## src/rtl/phy_rx_lane_align_pkg.sv

```systemverilog
// Shared constants and lane FSM state type for the 2-lane PHY receive path.
// The transmitter uses the same idle pattern.
package phy_rx_lane_align_pkg;

  localparam logic [15:0] DEF_IDLE_PAT   = 16'hBC7C;
  localparam int unsigned DEF_LOCK_COUNT = 4;

  typedef enum logic [1:0] {
    LANE_SEARCH = 2'd0,
    LANE_CHECK  = 2'd1,
    LANE_LOCKED = 2'd2
  } lane_state_e;

endpackage

```

## src/rtl/phy_rx_lane_align_sync.sv

```systemverilog
// Single-lane half-word boundary recovery: shift register, bit counter and
// SEARCH/CHECK/LOCKED alignment FSM. Emits each half-word once locked.
module phy_rx_lane_sync
  import phy_rx_lane_align_pkg::*;
#(
  parameter logic [15:0] IDLE_PAT   = DEF_IDLE_PAT,
  parameter int unsigned LOCK_COUNT = DEF_LOCK_COUNT
) (
  input  logic        clk,
  input  logic        rst_n,
  input  logic        serial_in,
  output logic [15:0] hw,
  output logic        hw_strobe,
  output logic        locked
);

  localparam int unsigned MW = $clog2(LOCK_COUNT + 1);

  lane_state_e   state_q, state_d;
  logic [15:0]   shreg_q, shreg_d;
  logic [3:0]    cnt_q, cnt_d;
  logic [MW-1:0] matches_q, matches_d;
  logic          boundary;

  always_ff @(posedge clk or negedge rst_n) begin
    if (!rst_n) begin
      state_q   <= LANE_SEARCH;
      shreg_q   <= '0;
      cnt_q     <= '0;
      matches_q <= '0;
    end else begin
      state_q   <= state_d;
      shreg_q   <= shreg_d;
      cnt_q     <= cnt_d;
      matches_q <= matches_d;
    end
  end

  // The counter is zeroed on the matching cycle, so it reads 15 exactly
  // 16 cycles later, when shreg holds the next complete half-word.
  always_comb begin
    shreg_d   = {shreg_q[14:0], serial_in};
    cnt_d     = cnt_q + 4'd1;
    state_d   = state_q;
    matches_d = matches_q;
    hw_strobe = 1'b0;
    boundary  = (cnt_q == 4'd15);
    case (state_q)
      LANE_SEARCH: begin
        if (shreg_q == IDLE_PAT) begin
          state_d   = (LOCK_COUNT <= 1) ? LANE_LOCKED : LANE_CHECK;
          matches_d = MW'(1);
          cnt_d     = '0;
        end
      end
      LANE_CHECK: begin
        if (boundary) begin
          if (shreg_q == IDLE_PAT) begin
            matches_d = matches_q + 1'b1;
            if (32'(matches_q) + 32'd1 >= LOCK_COUNT) state_d = LANE_LOCKED;
          end else begin
            state_d   = LANE_SEARCH;
            matches_d = '0;
          end
        end
      end
      LANE_LOCKED: hw_strobe = boundary;
      default:     state_d   = LANE_SEARCH;
    endcase
  end

  assign hw     = shreg_q;
  assign locked = (state_q == LANE_LOCKED);

endmodule

```

## src/rtl/phy_rx_lane_align.sv

```systemverilog
// 2-lane PHY receiver top: per-lane alignment, skew-tolerant pairing of the
// two half-words and the registered parallel word output.
module phy_rx_lane_align
  import phy_rx_lane_align_pkg::*;
#(
  parameter logic [15:0] IDLE_PAT   = DEF_IDLE_PAT,
  parameter int unsigned LOCK_COUNT = DEF_LOCK_COUNT
) (
  input  logic        clk_32f,
  input  logic        reset,
  input  logic        bus_serial_0,
  input  logic        bus_serial_1,
  output logic [31:0] data_out,
  output logic        valid_out,
  output logic        active
);

  logic [15:0] hw0, hw1;
  logic        strobe0, strobe1, locked0, locked1;

  logic [15:0] hw0_q, hw0_d, hw1_q, hw1_d;
  logic        fresh0_q, fresh0_d, fresh1_q, fresh1_d;
  logic [31:0] data_q, data_d;
  logic        valid_q, valid_d;
  logic        active_q, active_d;

  logic [15:0] hw0_eff, hw1_eff;
  logic        fresh0_eff, fresh1_eff;

  phy_rx_lane_sync #(.IDLE_PAT(IDLE_PAT), .LOCK_COUNT(LOCK_COUNT)) u_lane0 (
    .clk       (clk_32f),
    .rst_n     (reset),
    .serial_in (bus_serial_0),
    .hw        (hw0),
    .hw_strobe (strobe0),
    .locked    (locked0)
  );

  phy_rx_lane_sync #(.IDLE_PAT(IDLE_PAT), .LOCK_COUNT(LOCK_COUNT)) u_lane1 (
    .clk       (clk_32f),
    .rst_n     (reset),
    .serial_in (bus_serial_1),
    .hw        (hw1),
    .hw_strobe (strobe1),
    .locked    (locked1)
  );

  always_ff @(posedge clk_32f or negedge reset) begin
    if (!reset) begin
      hw0_q    <= '0;
      hw1_q    <= '0;
      fresh0_q <= 1'b0;
      fresh1_q <= 1'b0;
      data_q   <= '0;
      valid_q  <= 1'b0;
      active_q <= 1'b0;
    end else begin
      hw0_q    <= hw0_d;
      hw1_q    <= hw1_d;
      fresh0_q <= fresh0_d;
      fresh1_q <= fresh1_d;
      data_q   <= data_d;
      valid_q  <= valid_d;
      active_q <= active_d;
    end
  end

  // A strobe in the current cycle is folded in combinationally so the word
  // is registered one cycle after the later lane's boundary.
  always_comb begin
    fresh0_eff = fresh0_q | strobe0;
    fresh1_eff = fresh1_q | strobe1;
    hw0_eff    = strobe0 ? hw0 : hw0_q;
    hw1_eff    = strobe1 ? hw1 : hw1_q;
    hw0_d      = hw0_eff;
    hw1_d      = hw1_eff;
    fresh0_d   = fresh0_eff;
    fresh1_d   = fresh1_eff;
    data_d     = data_q;
    valid_d    = 1'b0;
    active_d   = locked0 & locked1;
    if (!active_q) begin
      hw0_d    = hw0_q;
      hw1_d    = hw1_q;
      fresh0_d = 1'b0;
      fresh1_d = 1'b0;
    end else if (fresh0_eff && fresh1_eff) begin
      fresh0_d = 1'b0;
      fresh1_d = 1'b0;
      if (!(hw0_eff == IDLE_PAT && hw1_eff == IDLE_PAT)) begin
        valid_d = 1'b1;
        data_d  = {hw0_eff, hw1_eff};
      end
    end
  end

  assign data_out  = data_q;
  assign valid_out = valid_q;
  assign active    = active_q;

endmodule
```

## config.mk

```make
export PLATFORM = sky130hd
export DESIGN_NAME = phy_rx_lane_align
export DESIGN_NICKNAME = d
export VERILOG_FILES = /design/src/rtl/phy_rx_lane_align_pkg.sv /design/src/rtl/phy_rx_lane_align_sync.sv /design/src/rtl/phy_rx_lane_align.sv
export SDC_FILE = /design/constraint.sdc
export NUM_CORES = 1
export LEC_CHECK = 0
export ABC_AREA = 1
export CORE_UTILIZATION = 35
export CTS_BUF_LIST = sky130_fd_sc_hd__clkbuf_8
export CTS_CLUSTER_SIZE = 25
export DETAILED_ROUTE_END_ITERATION = 12
export SLEW_MARGIN = 15
export SYNTH_ARGS = -nofsm -noshare
export SYNTH_HDL_FRONTEND = slang
export SYNTH_SLANG_ARGS = --single-unit
```

## constraint.sdc

```tcl
create_clock -name clk_32f -period 2.5 [get_ports clk_32f]
set_clock_uncertainty 0.2 [all_clocks]
set_input_delay 0.5 -clock clk_32f [delete_from_list [all_inputs] [get_ports clk_32f]]
set_output_delay 0.5 -clock clk_32f [all_outputs]
set_load 0.03 [all_outputs]
```

==> report_table.html, run 1 <==
<table>
<tr><th>Metric</th><th>Value</th></tr>
<tr><th colspan="2">Detailed routing</th></tr>
<tr><td>Total number of vias</td><td>~4.2k</td></tr>
<tr><td>Detailed-router iteration count before antenna repair</td><td>5</td></tr>
<tr><td>Iter 0 DRT Violations</td><td>298</td></tr>
<tr><td>Count of unresolved DRC violations after routing</td><td>0</td></tr>
<tr><td>Antenna viol nets, final</td><td>0</td></tr>
<tr><td>Routed WL per cell</td><td>13.7 um</td></tr>
<tr><td>Total wire length</td><td>11800 um</td></tr>
<tr><td>Post-DR vias/cell</td><td>~4.8</td></tr>
<tr><th colspan="2">Power and ir drop</th></tr>
<tr><td>Power density over cell area</td><td>541 nW/um^2</td></tr>
<tr><td>P_leak</td><td>between 3 and 4 nW</td></tr>
<tr><td>Worst vdd rail ir drop</td><td>0.328 mV</td></tr>
<tr><th colspan="2">Timing</th></tr>
<tr><td>Endpoints failing hold</td><td>0</td></tr>
<tr><td>Setup Viol. Count Final</td><td>0</td></tr>
<tr><td>Share of the clock period used by the worst path after layout</td><td>99.9%</td></tr>
<tr><td>Count of pins over their slew limit</td><td>0</td></tr>
<tr><td>Unrepaired setup endpoints after global routing</td><td>true</td></tr>
<tr><td>Headroom to the max-slew limit</td><td>64.1%</td></tr>
<tr><td>Fin crit period</td><td>2.50 ns</td></tr>
<tr><td>Worst Max-Slew Pin Slew</td><td>0.538 ns</td></tr>
<tr><td>Max Freq</td><td>0.401 GHz</td></tr>
<tr><td>Worst hold-check slack</td><td>~0.17 ns</td></tr>
<tr><th colspan="2">Finish</th></tr>
<tr><td>Sequential cell area</td><td>2950 sq um</td></tr>
<tr><td>Layout cell share with drive strength beyond 1</td><td>18.3%</td></tr>
<tr><td>Number of fill cells</td><td>between 1k and 1.5k</td></tr>
<tr><td>Diodes inserted</td><td>0</td></tr>
<tr><td>Net total in the final layout</td><td>680</td></tr>
<tr><td>Synth-to-layout area growth</td><td>28.2%</td></tr>
<tr><td>Final standard cell area without fillers</td><td>6590 sq um</td></tr>
<tr><td>Area of the multi-input gates</td><td>2000 sq um</td></tr>
<tr><th colspan="2">Synth</th></tr>
<tr><td>Avg Inst Size Synth</td><td>8.73 sq um</td></tr>
<tr><td>Post-Synthesis Cell Area</td><td>5140 sq um</td></tr>
<tr><td>Post-synthesis cell type count</td><td>34</td></tr>
<tr><td>Cells taking the most area after synthesis</td><td>dfrtp_1 (57%), nand2_1 (15%), nand3_1 (4.8%), inv_1 (4.4%), nor2_1 (2.8%)</td></tr>
<tr><td>Top cell type by total area after synthesis</td><td>dfrtp_1</td></tr>
<tr><td>Number of nets in the synthesized netlist</td><td>597</td></tr>
<tr><td>Synthesized netlist cell count</td><td>589</td></tr>
<tr><td>Synthesis warning total</td><td>0</td></tr>
<tr><td>Fraction of registers with async set/reset</td><td>100%</td></tr>
<tr><td>Sequential share of the synthesized area</td><td>57.4%</td></tr>
<tr><td>Primary flip-flop cell chosen by synthesis mapping</td><td>dfrtp_1</td></tr>
<tr><td>Most repeated cell in the gate-level netlist after synthesis</td><td>nand2_1</td></tr>
<tr><td>Post-synth top area share</td><td>between 50 and 60%</td></tr>
<tr><td>Most numerous cell types in the synthesized netlist</td><td>nand2_1 (199), dfrtp_1 (118), inv_1 (60)</td></tr>
<tr><td>Count of flip-flops with a built-in enable after synthesis</td><td>0</td></tr>
<tr><td>Flip-flop and latch count after synthesis</td><td>118</td></tr>
<tr><th colspan="2">Global routing</th></tr>
<tr><td>Maximum number of pins on one net before global-route repair</td><td>44</td></tr>
<tr><td>Total grt overflow</td><td>0</td></tr>
<tr><td>Initial antenna violation count</td><td>0</td></tr>
<tr><td>Number of global-route vias before repair</td><td>3972</td></tr>
<tr><td>Global router's overall resource usage</td><td>16.3%</td></tr>
<tr><td>Global-route wire length before repair</td><td>18900 um</td></tr>
<tr><th colspan="2">Floorplanning</th></tr>
<tr><td>Starting density of the core</td><td>36.5%</td></tr>
<tr><td>Horizontal die dimension</td><td>123 um</td></tr>
<tr><td>Area inside the core boundary</td><td>14100 sq um</td></tr>
<tr><td>Io pins</td><td>38</td></tr>
<tr><td>Die Area</td><td>15200 sq um</td></tr>
<tr><td>Floorplan die height</td><td>around 120 um</td></tr>
<tr><td>Standard-cell row count</td><td>43</td></tr>
<tr><th colspan="2">Worst setup path</th></tr>
<tr><td>Largest fanout on the critical path</td><td>8</td></tr>
<tr><td>Worst Setup End Kind</td><td>flip-flop</td></tr>
<tr><td>Category of the most critical setup path</td><td>reg2reg</td></tr>
<tr><td>Arrival time of the worst setup path</td><td>2.63 ns</td></tr>
<tr><td>Data required time at the worst endpoint</td><td>2.63 ns</td></tr>
<tr><td>Critical Path Start Type</td><td>flip-flop</td></tr>
<tr><th colspan="2">CTS</th></tr>
<tr><td>Clock slew seen by the registers of the worst setup and hold paths</td><td>0.06 ns</td></tr>
<tr><td>H-tree Lvls</td><td>4</td></tr>
<tr><td>Clock tree from TritonCTS</td><td>yes</td></tr>
<tr><td>Total number of clock tree sinks</td><td>about 120</td></tr>
<tr><td>Skew-Pair Late Insertion Delay</td><td>0.44 ns</td></tr>
<tr><td>Clock Root Buffer</td><td>clkbuf_8</td></tr>
<tr><td>Largest buffer count on any clock path</td><td>2</td></tr>
<tr><td>CTS buffer count</td><td>17</td></tr>
<tr><th colspan="2">Placement</th></tr>
<tr><td>Estimated wirelength of the detail-placed design</td><td>7670 um</td></tr>
<tr><td>Cell Area, Placed</td><td>5900 sq um</td></tr>
<tr><td>Final estimated routing congestion in global placement</td><td>0.778</td></tr>
<tr><td>Number of buffers added on ports</td><td>37</td></tr>
<tr><th colspan="2">Status</th></tr>
<tr><td>Run status</td><td>complete, no violations</td></tr>
<tr><th colspan="2">Hold path</th></tr>
<tr><td>Min-delay worst type</td><td>reg2reg</td></tr>
<tr><th colspan="2">Flow run</th></tr>
<tr><td>Max-cap violation count</td><td>0</td></tr>
</table>
## kinds of logic (layout without fill, tap and decap cells)
family / count (synthesis) / count (layout) / synth area share [%]
AND/OR/NAND/NOR: 327 / 334 / 27.9
AO/OA/AOI/OAI: 55 / 55 / 6.13
adder cells (fa/ha/maj): 4 / 4 / 0.974
flip-flops: 118 / 118 / 57.4
buffers and inverters: 83 / 171 / 7.23
XOR/XNOR: 2 / 2 / 0.341
## area by class of cell
| type | count | share of cell area, % |
|---|---|---|
| Clock buffer | 23 | 4.81 |
| Clock inverter | 8 | 0.513 |
| Inverter | 62 | 3.53 |
| Multi-Input combinational cell | 395 | 30.4 |
| Sequential cell | 118 | 44.8 |
| Tap cell | 180 | 3.42 |
| Timing Repair Buffer | 78 | 12.5 |
## critical path: stages, from the launching register on
cell and delay [ns]:
dfrtp_1 0.38, ha_2 0.21, nand3_2 0.11, nor2_4 0.22, buf_6 0.15, nand2_1 0.06, o21ai_1 0.14, nand2_1 0.10
nor2_2 0.12, nand2_1 0.10, nor2_4 0.15, nand2_4 0.13, clkbuf_16 0.19, nand3_1 0.07, nand2_1 0.05
## placed cells by master (no fill, tap or decap), drive strengths merged, types with 2 or more instances in the layout
| master | instances |
|---|---|
| clkinv | 4 |
| nor2 | 45 |
| clkbuf | 25 |
| o21ai | 33 |
| xor2 | 2 |
| nand3 | 50 |
| nor4 | 4 |
| inv | 66 |
| nand4 | 9 |
| buf | 40 |
| a31oi | 17 |
| ha | 4 |
| nand2 | 216 |
| clkdlybuf4s50 | 35 |
| dfrtp | 118 |
| nor3 | 7 |
| or2 | 3 |
## per-stage QoR
step	power (mW)	setup TNS [ns]	instances	utilization, %	setup WS (ns)
4_1_cts	3.62	-0.0191	848	44.6	-0.00541
2_1_floorplan	2.02	0	589	-	0.334
5_1_grt	3.71	-3.76	864	46.7	-0.132
6_report	3.56	0	864	46.7	0.00326
3_5_place_dp	2.08	-0.00641	815	41.9	-0.00641
3_3_place_gp	2.08	0	815	41.9	0.0684
## sequential cells by signal (all words and copies together) (netlist names), 4 cells and up
register / count
hw0_q: 16
u_lane1.hw: 16
u_lane0.hw: 16
data_out: 32
hw1_q: 16
u_lane0.cnt_q: 4
u_lane1.cnt_q: 4
## power breakdown
part / total (mW) / internal (mW) / switching, mW
logic: 0.0755 / 0.0207 / 0.0548
registers: 1.97 / 1.94 / 0.0296
clock network: 1.52 / 0.815 / 0.701
total: 3.56 / 2.78 / 0.785
## repair_timing
item / CTS / global route
hold buffers: 1 / 0
cloned: 1 / 11
pin swaps: 0 / 15
setup endpoints to repair: 14 / 33
gates resized for setup: 1 / 40
buffers inserted: 0 / 5
endpoints found under the hold margin: 37 / 0
## path summary, 6_finish.rpt
kind	startpoint	to	slack (ns)	depth (start not counted)
max	u_lane1.cnt_q[0]$_DFF_PN0_	data_out[22]$_DFFE_PN0P_	0.003	14
min	u_lane0.hw[14]$_DFF_PN0_	u_lane0.hw[15]$_DFF_PN0_	0.17	0
max reg2reg	u_lane1.cnt_q[0]$_DFF_PN0_	data_out[22]$_DFFE_PN0P_	0.003	14
min reg2reg	u_lane0.hw[14]$_DFF_PN0_	u_lane0.hw[15]$_DFF_PN0_	0.17	0
max in group asynchronous	reset	data_out[31]$_DFFE_PN0P_	1.11	3
min in group asynchronous	reset	u_lane1.matches_q[0]$_DFFE_PN0P_	0.38	2
## metal layers
metal  vias to the layer above  wire [um]  GRT usage [%]
met5                         -          0              0
met4                         0        208           7.15
met3                        19        687           4.57
met2                       112       5530           23.8
met1                      1966       5390           22.6
li1                       2063          -              -
Power figures use the tool's default switching activity.
==> run 2: changes to the inputs <==
Clock period 2.5 ns to 2.3 ns, I/O delays scaled along.
==> run 2 against run 1 <==
  * The run now ends with negative setup slack left
  * Worst hold slack improved by 0.0065 ns
  * Utilization increased by 6.0 points
  * Clock-buffer cell count decreased by 5
  * Global-route usage increased by 1.7 points
  * Via count increased by 7.1%
  * Sequential power increased by 9%
  * First-iteration DRC count decreased by 16%
==> report_table.html, run 2 (synthesis gave the netlist of run 1 again) <==
<table>
<tr><th>Metric</th><th>Value</th></tr>
<tr><th colspan="2">Status</th></tr>
<tr><td>Run status</td><td>finished with violations (was complete, no violations)</td></tr>
<tr><td>Violations in the final reports</td><td>negative setup slack</td></tr>
<tr><th colspan="2">Hold path</th></tr>
<tr><td>Min-delay worst type</td><td>reg2reg (unchanged)</td></tr>
<tr><td>Worst hold path stage count</td><td>0 (unchanged)</td></tr>
<tr><th colspan="2">CTS</th></tr>
<tr><td>Clock Root Buffer</td><td>clkbuf_8 (unchanged)</td></tr>
<tr><td>Largest buffer count on any clock path</td><td>2 (unchanged)</td></tr>
<tr><td>Clock tree from TritonCTS</td><td>yes (unchanged)</td></tr>
<tr><td>CTS buffer count</td><td>17 (unchanged)</td></tr>
<tr><td>Total number of clock tree sinks</td><td>118 (unchanged)</td></tr>
<tr><td>Clock slew seen by the registers of the worst setup and hold paths</td><td>0.07 ns (was 0.06 ns)</td></tr>
<tr><td>H-tree Lvls</td><td>4 (unchanged)</td></tr>
<tr><td>Skew-Pair Late Insertion Delay</td><td>0.45 ns (was 0.44 ns)</td></tr>
<tr><th colspan="2">Floorplanning</th></tr>
<tr><td>Area inside the core boundary</td><td>14100 sq um (unchanged)</td></tr>
<tr><td>Starting density of the core</td><td>36.5% (unchanged)</td></tr>
<tr><td>Floorplan die height</td><td>123 um (unchanged)</td></tr>
<tr><td>Io pins</td><td>38 (unchanged)</td></tr>
<tr><td>Horizontal die dimension</td><td>123 um (unchanged)</td></tr>
<tr><td>Die Area</td><td>15200 sq um (unchanged)</td></tr>
<tr><td>Standard-cell row count</td><td>43 (unchanged)</td></tr>
<tr><th colspan="2">Finish</th></tr>
<tr><td>Highest-count cells in the layout ignoring fill and taps</td><td>nand2_1 (156), dfrtp_1 (118), buf_4 (107) (was nand2_1 (188), dfrtp_1 (118), inv_1 (65))</td></tr>
<tr><td>Number of fill cells</td><td>1239 (was 1346)</td></tr>
<tr><td>Layout cell share with drive strength beyond 1</td><td>31.9% (was 18.3%)</td></tr>
<tr><td>Leading cell type in the layout, fill and taps excluded</td><td>nand2_1 (unchanged)</td></tr>
<tr><td>Non-filler cells in the finished layout</td><td>939 (was 864)</td></tr>
<tr><td>Net total in the final layout</td><td>754 (was 680)</td></tr>
<tr><td>Number of flip-flops in the largest register</td><td>32 (unchanged)</td></tr>
<tr><td>Fraction of the core area covered by cells at the end of the flow</td><td>52.7% (was 46.7%)</td></tr>
<tr><td>Diodes inserted</td><td>0 (unchanged)</td></tr>
<tr><td>Synth-to-layout area growth</td><td>44.6% (was 28.2%)</td></tr>
<tr><th colspan="2">Worst setup path</th></tr>
<tr><td>Category of the most critical setup path</td><td>reg2reg (unchanged)</td></tr>
<tr><td>Data required time at the worst endpoint</td><td>2.44 ns (was 2.63 ns)</td></tr>
<tr><td>Arrival time of the worst setup path</td><td>2.51 ns (was 2.63 ns)</td></tr>
<tr><td>Worst R2R Path Depth</td><td>14 (unchanged)</td></tr>
<tr><td>Worst Setup End Kind</td><td>flip-flop (unchanged)</td></tr>
<tr><td>Critical Path Start Type</td><td>flip-flop (unchanged)</td></tr>
<tr><td>Largest fanout on the critical path</td><td>15 (was 8)</td></tr>
<tr><th colspan="2">Global routing</th></tr>
<tr><td>Maximum number of pins on one net before global-route repair</td><td>42 (was 44)</td></tr>
<tr><td>Initial antenna violation count</td><td>0 (unchanged)</td></tr>
<tr><td>Number of global-route vias before repair</td><td>4405 (was 3972)</td></tr>
<tr><td>Total grt overflow</td><td>0 (unchanged)</td></tr>
<tr><td>Global router's overall resource usage</td><td>18.1% (was 16.3%)</td></tr>
<tr><td>Global-route wire length before repair</td><td>20900 um (was 18900 um)</td></tr>
<tr><th colspan="2">Placement</th></tr>
<tr><td>Final estimated routing congestion in global placement</td><td>0.831 (was 0.778)</td></tr>
<tr><td>Estimated wirelength of the detail-placed design</td><td>8000 um (was 7670 um)</td></tr>
<tr><td>Number of buffers added on ports</td><td>37 (unchanged)</td></tr>
<tr><td>Count of placed standard cells including taps</td><td>864 (was 815)</td></tr>
<tr><th colspan="2">Timing</th></tr>
<tr><td>Worst Max-Slew Pin Slew</td><td>0.600 ns (was 0.538 ns)</td></tr>
<tr><td>Count of pins over their slew limit</td><td>0 (unchanged)</td></tr>
<tr><td>Setup Viol. Count Final</td><td>34 (was 0)</td></tr>
<tr><td>Headroom to the max-slew limit</td><td>60.0% (was 64.1%)</td></tr>
<tr><td>Share of the clock period used by the worst path after layout</td><td>103% (was 99.9%)</td></tr>
<tr><td>Fin crit period</td><td>2.37 ns (was 2.50 ns)</td></tr>
<tr><td>Unrepaired setup endpoints after global routing</td><td>true (unchanged)</td></tr>
<tr><td>Final setup margin</td><td>-0.0657 ns (was 0.00326 ns)</td></tr>
<tr><td>Worst hold-check slack</td><td>0.179 ns (was 0.173 ns)</td></tr>
<tr><td>Endpoints failing hold</td><td>0 (unchanged)</td></tr>
<tr><td>Max Freq</td><td>0.423 GHz (was 0.401 GHz)</td></tr>
<tr><th colspan="2">Detailed routing</th></tr>
<tr><td>Antenna viol nets, final</td><td>0 (unchanged)</td></tr>
<tr><td>Count of unresolved DRC violations after routing</td><td>0 (unchanged)</td></tr>
<tr><td>Routed WL per cell</td><td>13.9 um (was 13.7 um)</td></tr>
<tr><td>Iter 0 DRT Violations</td><td>251 (was 298)</td></tr>
<tr><td>Post-DR vias/cell</td><td>4.74 (was 4.81)</td></tr>
<tr><td>Total number of vias</td><td>4454 (was 4160)</td></tr>
<tr><td>Detailed-router iteration count before antenna repair</td><td>4 (was 5)</td></tr>
<tr><td>Total wire length</td><td>13000 um (was 11800 um)</td></tr>
<tr><th colspan="2">Power and ir drop</th></tr>
<tr><td>Overall power after layout</td><td>4.26 mW (was 3.56 mW)</td></tr>
<tr><td>Worst vdd rail ir drop</td><td>0.356 mV (was 0.328 mV)</td></tr>
<tr><td>P_leak</td><td>3.86 nW (was 3.38 nW)</td></tr>
<tr><td>Power density over cell area</td><td>572 nW/um^2 (was 541 nW/um^2)</td></tr>
<tr><th colspan="2">Flow run</th></tr>
<tr><td>Max-cap violation count</td><td>0 (unchanged)</td></tr>
</table>
run 2: cell count changes in the layout (fill, tap and decap cells not counted), sizes merged, moves of 2 or more:
| cell | change |
|---|---|
| buf | +78 |
| clkbuf | -5 |
| bufinv | +4 |
| clkinv | +2 |
| nand2 | -2 |
| nor2 | -2 |
run 2: area by class of cell:
type | count | area (sq um) | share of cell area, %
Clock buffer | 18 | 248 | 3.33
Sequential cell | 118 | 2950 | 39.7
Timing Repair Buffer | 156 | 1400 | 18.9
Inverter | 62 | 233 | 3.13
Clock inverter | 14 | 168 | 2.26
Tap cell | 180 | 225 | 3.03
Multi-Input combinational cell | 391 | 2200 | 29.7
run 2: path summary, 6_finish.rpt:
kind / startpoint / end / slack [ns]
min reg2reg: u_lane0.hw[14]$_DFF_PN0_ / u_lane0.hw[15]$_DFF_PN0_ / 0.18
max in group asynchronous: reset / hw0_q[8]$_DFFE_PN0P_ / 0.89
min in group asynchronous: reset / u_lane1.matches_q[1]$_DFFE_PN0P_ / 0.35
max: u_lane0.cnt_q[0]$_DFF_PN0_ / data_out[20]$_DFFE_PN0P_ / -0.07
max reg2reg: u_lane0.cnt_q[0]$_DFF_PN0_ / data_out[20]$_DFFE_PN0P_ / -0.07
min: u_lane0.hw[14]$_DFF_PN0_ / u_lane0.hw[15]$_DFF_PN0_ / 0.18
run 2: worst max-delay path, stage by stage (launching register included):
cell       delay (ns)
dfrtp_1          0.41
ha_4             0.19
nand3_4          0.11
nor2_8           0.07
buf_4            0.14
buf_4            0.14
o21ai_1          0.16
nand2_1          0.08
nor2_2           0.10
nand2_2          0.07
nor2_4           0.12
nand2_4          0.12
clkbuf_16        0.21
nand3_1          0.08
nand2_1          0.05
run 2: through the flow:
stage | setup WS, ns | instance area [sq um] | TNS [ns]
floorplan | 0.134 | 5140 | 0
global placement | -0.217 | 6250 | -6.57
detailed placement | -0.237 | 6250 | -7.20
CTS | -0.0794 | 7100 | -2.05
global route | -0.181 | 7430 | -5.17
finish | -0.0657 | 7430 | -1.33
run 2: where the power goes:
group	leakage, nW	switching, mW	total, mW	internal [mW]
clock	0.227	0.840	2.02	1.18
sequential	1.57	0.0358	2.15	2.11
combinational	2.07	0.0637	0.0891	0.0254
run 2: timing repair:
item / 4_1_cts / 5_1_grt
endpoints found under the hold margin: 37 / 0
pin swaps: 9 / 22
hold buffers: 1 / 0
setup buffers: 25 / 9
cloned: 6 / 2
setup endpoints to repair: 33 / 34
resized for setup: 51 / 53
run 2: layer usage:
layer | wire length (um) | track usage (%)
met1 | 6160 | 24.1
met2 | 6090 | 27.7
met3 | 441 | 4.66
met4 | 331 | 7.91
met5 | 0 | 0
==> run 3: changes to the inputs <==
Settings changed: CORE_MARGIN set to 8.
==> run 3 against run 2 <==
  * Global-route usage fell by 3.0 points
  * Clock power rose by 2%
  * Combinational power shrank 4.7%
  * Largest power group unchanged
  * Clock-buffer cell count is 2 higher
  * Register-to-register slack improved by 0.03 ns
  * Maximum frequency rose by 1.3%
  * Flip-flop and latch count unchanged
  * Largest cell class unchanged
  * The run still ends with negative setup slack left
  * First-iteration DRC count up 11%
  * Setup slack improved by 0.030 ns
  * Sequential power hardly changed
  * Non-clock buffer count did not move
==> report_table.html, run 3 (synthesis gave the netlist of run 1 again) <==
<table>
<tr><th>Metric</th><th>Value</th></tr>
<tr><th colspan="2">Timing</th></tr>
<tr><td>Setup Viol. Count Final</td><td>28 (was 34)</td></tr>
<tr><td>Worst Max-Slew Pin Slew</td><td>0.597 ns (was 0.600 ns)</td></tr>
<tr><td>Final setup margin</td><td>-0.0360 ns (was -0.0657 ns)</td></tr>
<tr><td>Share of the clock period used by the worst path after layout</td><td>102% (was 103%)</td></tr>
<tr><td>Count of pins over their slew limit</td><td>0 (unchanged)</td></tr>
<tr><td>Max Freq</td><td>0.428 GHz (was 0.423 GHz)</td></tr>
<tr><td>Setup_tns</td><td>-0.350 ns (was -1.33 ns)</td></tr>
<tr><td>Headroom to the max-slew limit</td><td>60.1% (was 60.0%)</td></tr>
<tr><td>Fin crit period</td><td>2.34 ns (was 2.37 ns)</td></tr>
<tr><td>Worst hold-check slack</td><td>0.183 ns (was 0.179 ns)</td></tr>
<tr><td>Endpoints failing hold</td><td>0 (unchanged)</td></tr>
<tr><td>Unrepaired setup endpoints after global routing</td><td>true (unchanged)</td></tr>
<tr><th colspan="2">Worst setup path</th></tr>
<tr><td>Category of the most critical setup path</td><td>reg2reg (unchanged)</td></tr>
<tr><td>Origin of the worst setup path</td><td>u_lane1.cnt_q[0]$_DFF_PN0_ (was u_lane0.cnt_q[0]$_DFF_PN0_)</td></tr>
<tr><td>Critical Path Start Type</td><td>flip-flop (unchanged)</td></tr>
<tr><td>Largest fanout on the critical path</td><td>16 (was 15)</td></tr>
<tr><td>Worst R2R Path Depth</td><td>15 (was 14)</td></tr>
<tr><td>Worst path top cell family by delay</td><td>simple AND/OR/NAND/NOR gates (unchanged)</td></tr>
<tr><td>Data required time at the worst endpoint</td><td>2.44 ns (about the same)</td></tr>
<tr><td>Arrival time of the worst setup path</td><td>2.48 ns (was 2.51 ns)</td></tr>
<tr><td>Worst r2r src</td><td>u_lane1.cnt_q[0]$_DFF_PN0_ (was u_lane0.cnt_q[0]$_DFF_PN0_)</td></tr>
<tr><td>Critical Path Stages</td><td>15 (was 14)</td></tr>
<tr><td>Worst Setup End Kind</td><td>flip-flop (unchanged)</td></tr>
<tr><td>Critical path's slowest cell</td><td>dfrtp_1 (unchanged)</td></tr>
<tr><td>Critical Path, Cell by Cell</td><td>ha_4 &gt; nand3_4 &gt; nor2_4 &gt; buf_6 &gt; buf_6 &gt; nand2_2 &gt; o21ai_2 &gt; nand2_2 &gt; nor2_4 &gt; nand2_2 &gt; nor2_4 &gt; nand2_4 &gt; buf_12 &gt; nand3_1 &gt; nand2_2 (was ha_4 &gt; nand3_4 &gt; nor2_8 &gt; buf_4 &gt; buf_4 &gt; o21ai_1 &gt; nand2_1 &gt; nor2_2 &gt; nand2_2 &gt; nor2_4 &gt; nand2_4 &gt; clkbuf_16 &gt; nand3_1 &gt; nand2_1)</td></tr>
<tr><td>Crit path capture</td><td>data_out[5]$_DFFE_PN0P_ (was data_out[20]$_DFFE_PN0P_)</td></tr>
<tr><td>Stage delay of the slowest cell on the critical path</td><td>0.39 ns (was 0.41 ns)</td></tr>
<tr><td>Crit-path most repeated cell</td><td>nand2_2</td></tr>
<tr><td>Capture instance of the worst register-to-register path</td><td>data_out[5]$_DFFE_PN0P_ (was data_out[20]$_DFFE_PN0P_)</td></tr>
<tr><td>Flop2flop setup slack</td><td>-0.04 ns (was -0.07 ns)</td></tr>
<tr><td>Critical path buffers and inverters</td><td>3 (unchanged)</td></tr>
<tr><th colspan="2">Global routing</th></tr>
<tr><td>Total grt overflow</td><td>0 (unchanged)</td></tr>
<tr><td>Initial antenna violation count</td><td>0 (unchanged)</td></tr>
<tr><td>Global-route wire length before repair</td><td>22200 um (was 20900 um)</td></tr>
<tr><td>Global router's overall resource usage</td><td>15.1% (was 18.1%)</td></tr>
<tr><td>Maximum number of pins on one net before global-route repair</td><td>61 (was 42)</td></tr>
<tr><td>Number of global-route vias before repair</td><td>4600 (was 4405)</td></tr>
<tr><th colspan="2">Finish</th></tr>
<tr><td>Number of flip-flops in the largest register</td><td>32 (unchanged)</td></tr>
<tr><td>Synth-to-layout area growth</td><td>47.4% (was 44.6%)</td></tr>
<tr><td>Diodes inserted</td><td>0 (unchanged)</td></tr>
<tr><td>Highest-count cells in the layout ignoring fill and taps</td><td>nand2_1 (140), dfrtp_1 (118), buf_4 (103) (was nand2_1 (156), dfrtp_1 (118), buf_4 (107))</td></tr>
<tr><td>Final standard cell area without fillers</td><td>7580 sq um (was 7430 sq um)</td></tr>
<tr><td>Layout cell share with drive strength beyond 1</td><td>34.3% (was 31.9%)</td></tr>
<tr><td>Leading cell type in the layout, fill and taps excluded</td><td>nand2_1 (unchanged)</td></tr>
<tr><td>Net total in the final layout</td><td>756 (was 754)</td></tr>
<tr><td>Fraction of the core area covered by cells at the end of the flow</td><td>52.5% (was 52.7%)</td></tr>
<tr><td>Non-filler cells in the finished layout</td><td>945 (was 939)</td></tr>
<tr><th colspan="2">Detailed routing</th></tr>
<tr><td>Routed WL per cell</td><td>14.4 um (was 13.9 um)</td></tr>
<tr><td>Total number of vias</td><td>4508 (was 4454)</td></tr>
<tr><td>Uppermost layer routed</td><td>met4 (unchanged)</td></tr>
<tr><td>Iter 0 DRT Violations</td><td>278 (was 251)</td></tr>
<tr><td>Total wire length</td><td>13600 um (was 13000 um)</td></tr>
<tr><td>Met1 wire length</td><td>5990 um (was 6160 um)</td></tr>
<tr><td>Met2 WL post-DR</td><td>6660 um (was 6090 um)</td></tr>
<tr><td>Post-DR vias/cell</td><td>4.77 (was 4.74)</td></tr>
<tr><td>Antenna viol nets, final</td><td>0 (unchanged)</td></tr>
<tr><td>Count of unresolved DRC violations after routing</td><td>0 (unchanged)</td></tr>
<tr><td>Detailed route wirelength on metal3</td><td>556 um (was 441 um)</td></tr>
<tr><td>Detailed-router iteration count before antenna repair</td><td>4 (unchanged)</td></tr>
<tr><th colspan="2">Placement</th></tr>
<tr><td>Final estimated routing congestion in global placement</td><td>0.789 (was 0.831)</td></tr>
<tr><td>Count of placed standard cells including taps</td><td>874 (was 864)</td></tr>
<tr><td>Number of buffers added on ports</td><td>37 (unchanged)</td></tr>
<tr><td>Estimated wirelength of the detail-placed design</td><td>8370 um (was 8000 um)</td></tr>
<tr><td>Cell Area, Placed</td><td>6300 sq um (was 6250 sq um)</td></tr>
<tr><td>Pre-CTS worst setup slack</td><td>-0.352 ns (was -0.237 ns)</td></tr>
<tr><th colspan="2">CTS</th></tr>
<tr><td>Largest buffer count on any clock path</td><td>2 (unchanged)</td></tr>
<tr><td>H-tree Lvls</td><td>4 (unchanged)</td></tr>
<tr><td>Clock tree from TritonCTS</td><td>yes (unchanged)</td></tr>
<tr><td>Total number of clock tree sinks</td><td>118 (unchanged)</td></tr>
<tr><td>Clock Root Buffer</td><td>clkbuf_8 (unchanged)</td></tr>
<tr><td>Skew-Pair Late Insertion Delay</td><td>0.45 ns (about the same)</td></tr>
<tr><td>Clock slew seen by the registers of the worst setup and hold paths</td><td>0.08 ns (was 0.07 ns)</td></tr>
<tr><td>CTS buffer count</td><td>17 (unchanged)</td></tr>
<tr><th colspan="2">Status</th></tr>
<tr><td>Violations in the final reports</td><td>negative setup slack (unchanged)</td></tr>
<tr><td>Run status</td><td>finished with violations (unchanged)</td></tr>
<tr><th colspan="2">Power and ir drop</th></tr>
<tr><td>Overall power after layout</td><td>4.30 mW (was 4.26 mW)</td></tr>
<tr><td>P_leak</td><td>3.91 nW (was 3.86 nW)</td></tr>
<tr><td>Power density over cell area</td><td>567 nW/um^2 (was 572 nW/um^2)</td></tr>
<tr><td>Worst vdd rail ir drop</td><td>0.329 mV (was 0.356 mV)</td></tr>
<tr><th colspan="2">Floorplanning</th></tr>
<tr><td>Starting density of the core</td><td>35.6% (was 36.5%)</td></tr>
<tr><td>Standard-cell row count</td><td>44 (was 43)</td></tr>
<tr><td>Io pins</td><td>38 (unchanged)</td></tr>
<tr><td>Horizontal die dimension</td><td>137 um (was 123 um)</td></tr>
<tr><td>Floorplan die height</td><td>137 um (was 123 um)</td></tr>
<tr><td>Die Area</td><td>18800 sq um (was 15200 sq um)</td></tr>
<tr><td>Area inside the core boundary</td><td>14400 sq um (was 14100 sq um)</td></tr>
<tr><th colspan="2">Flow run</th></tr>
<tr><td>Max-cap violation count</td><td>0 (unchanged)</td></tr>
<tr><th colspan="2">Hold path</th></tr>
<tr><td>Min-delay worst type</td><td>reg2reg (unchanged)</td></tr>
</table>
## run 3: worst register-to-register path, delay by kind of cell (launching register included)
family	cells	cell delay, ns
compound gates	1	0.09
buf+inv	3	0.45
fa+ha+maj	1	0.18
flops	1	0.39
simple gates	10	0.92
## run 3: timing repair
action / CTS / global route
hold buffers: 1 / 0
pin swaps: 27 / 32
hold endpoints to repair: 39 / 0
setup endpoints to repair: 33 / 34
gates cloned: 7 / 1
resized for setup: 55 / 85
setup buffers: 28 / 2
## run 3: per-layer routing
layer / track usage, % / vias up
met5: 0 / -
met4: 7.79 / 0
met3: 3.90 / 34
met2: 24.5 / 90
met1: 18.3 / 2172
li1: - / 2212
## run 3: final cells by class
type | count | area, sq um
clock buffers | 20 | 275
clock inverters | 12 | 158
fillers | 1239 | 6850
inverters | 62 | 233
multi-input cells | 393 | 2310
flip-flops and latches | 118 | 2950
well taps | 184 | 230
repair buffers | 156 | 1420
## run 3: how the worst min path moves through the flow
stage	start	endpoint	slack [ns]	cells after the start
4_1_cts	u_lane0.hw[14]$_DFF_PN0_	u_lane0.hw[15]$_DFF_PN0_	0.19	0
6_report	u_lane0.hw[8]$_DFF_PN0_	u_lane0.hw[9]$_DFF_PN0_	0.18	0
2_1_floorplan	reset	active$_DFF_PN0_	-0.04	0
3_5_place_dp	u_lane0.hw[14]$_DFF_PN0_	u_lane0.hw[15]$_DFF_PN0_	0.17	0
5_1_grt	u_lane1.hw[14]$_DFF_PN0_	u_lane1.hw[15]$_DFF_PN0_	0.21	0
3_3_place_gp	u_lane0.hw[14]$_DFF_PN0_	u_lane0.hw[15]$_DFF_PN0_	0.16	0
## run 3: power breakdown
group,switching [mW],internal (mW)
registers,0.0350,2.11
logic,0.0630,0.0219
clock network,0.821,1.25
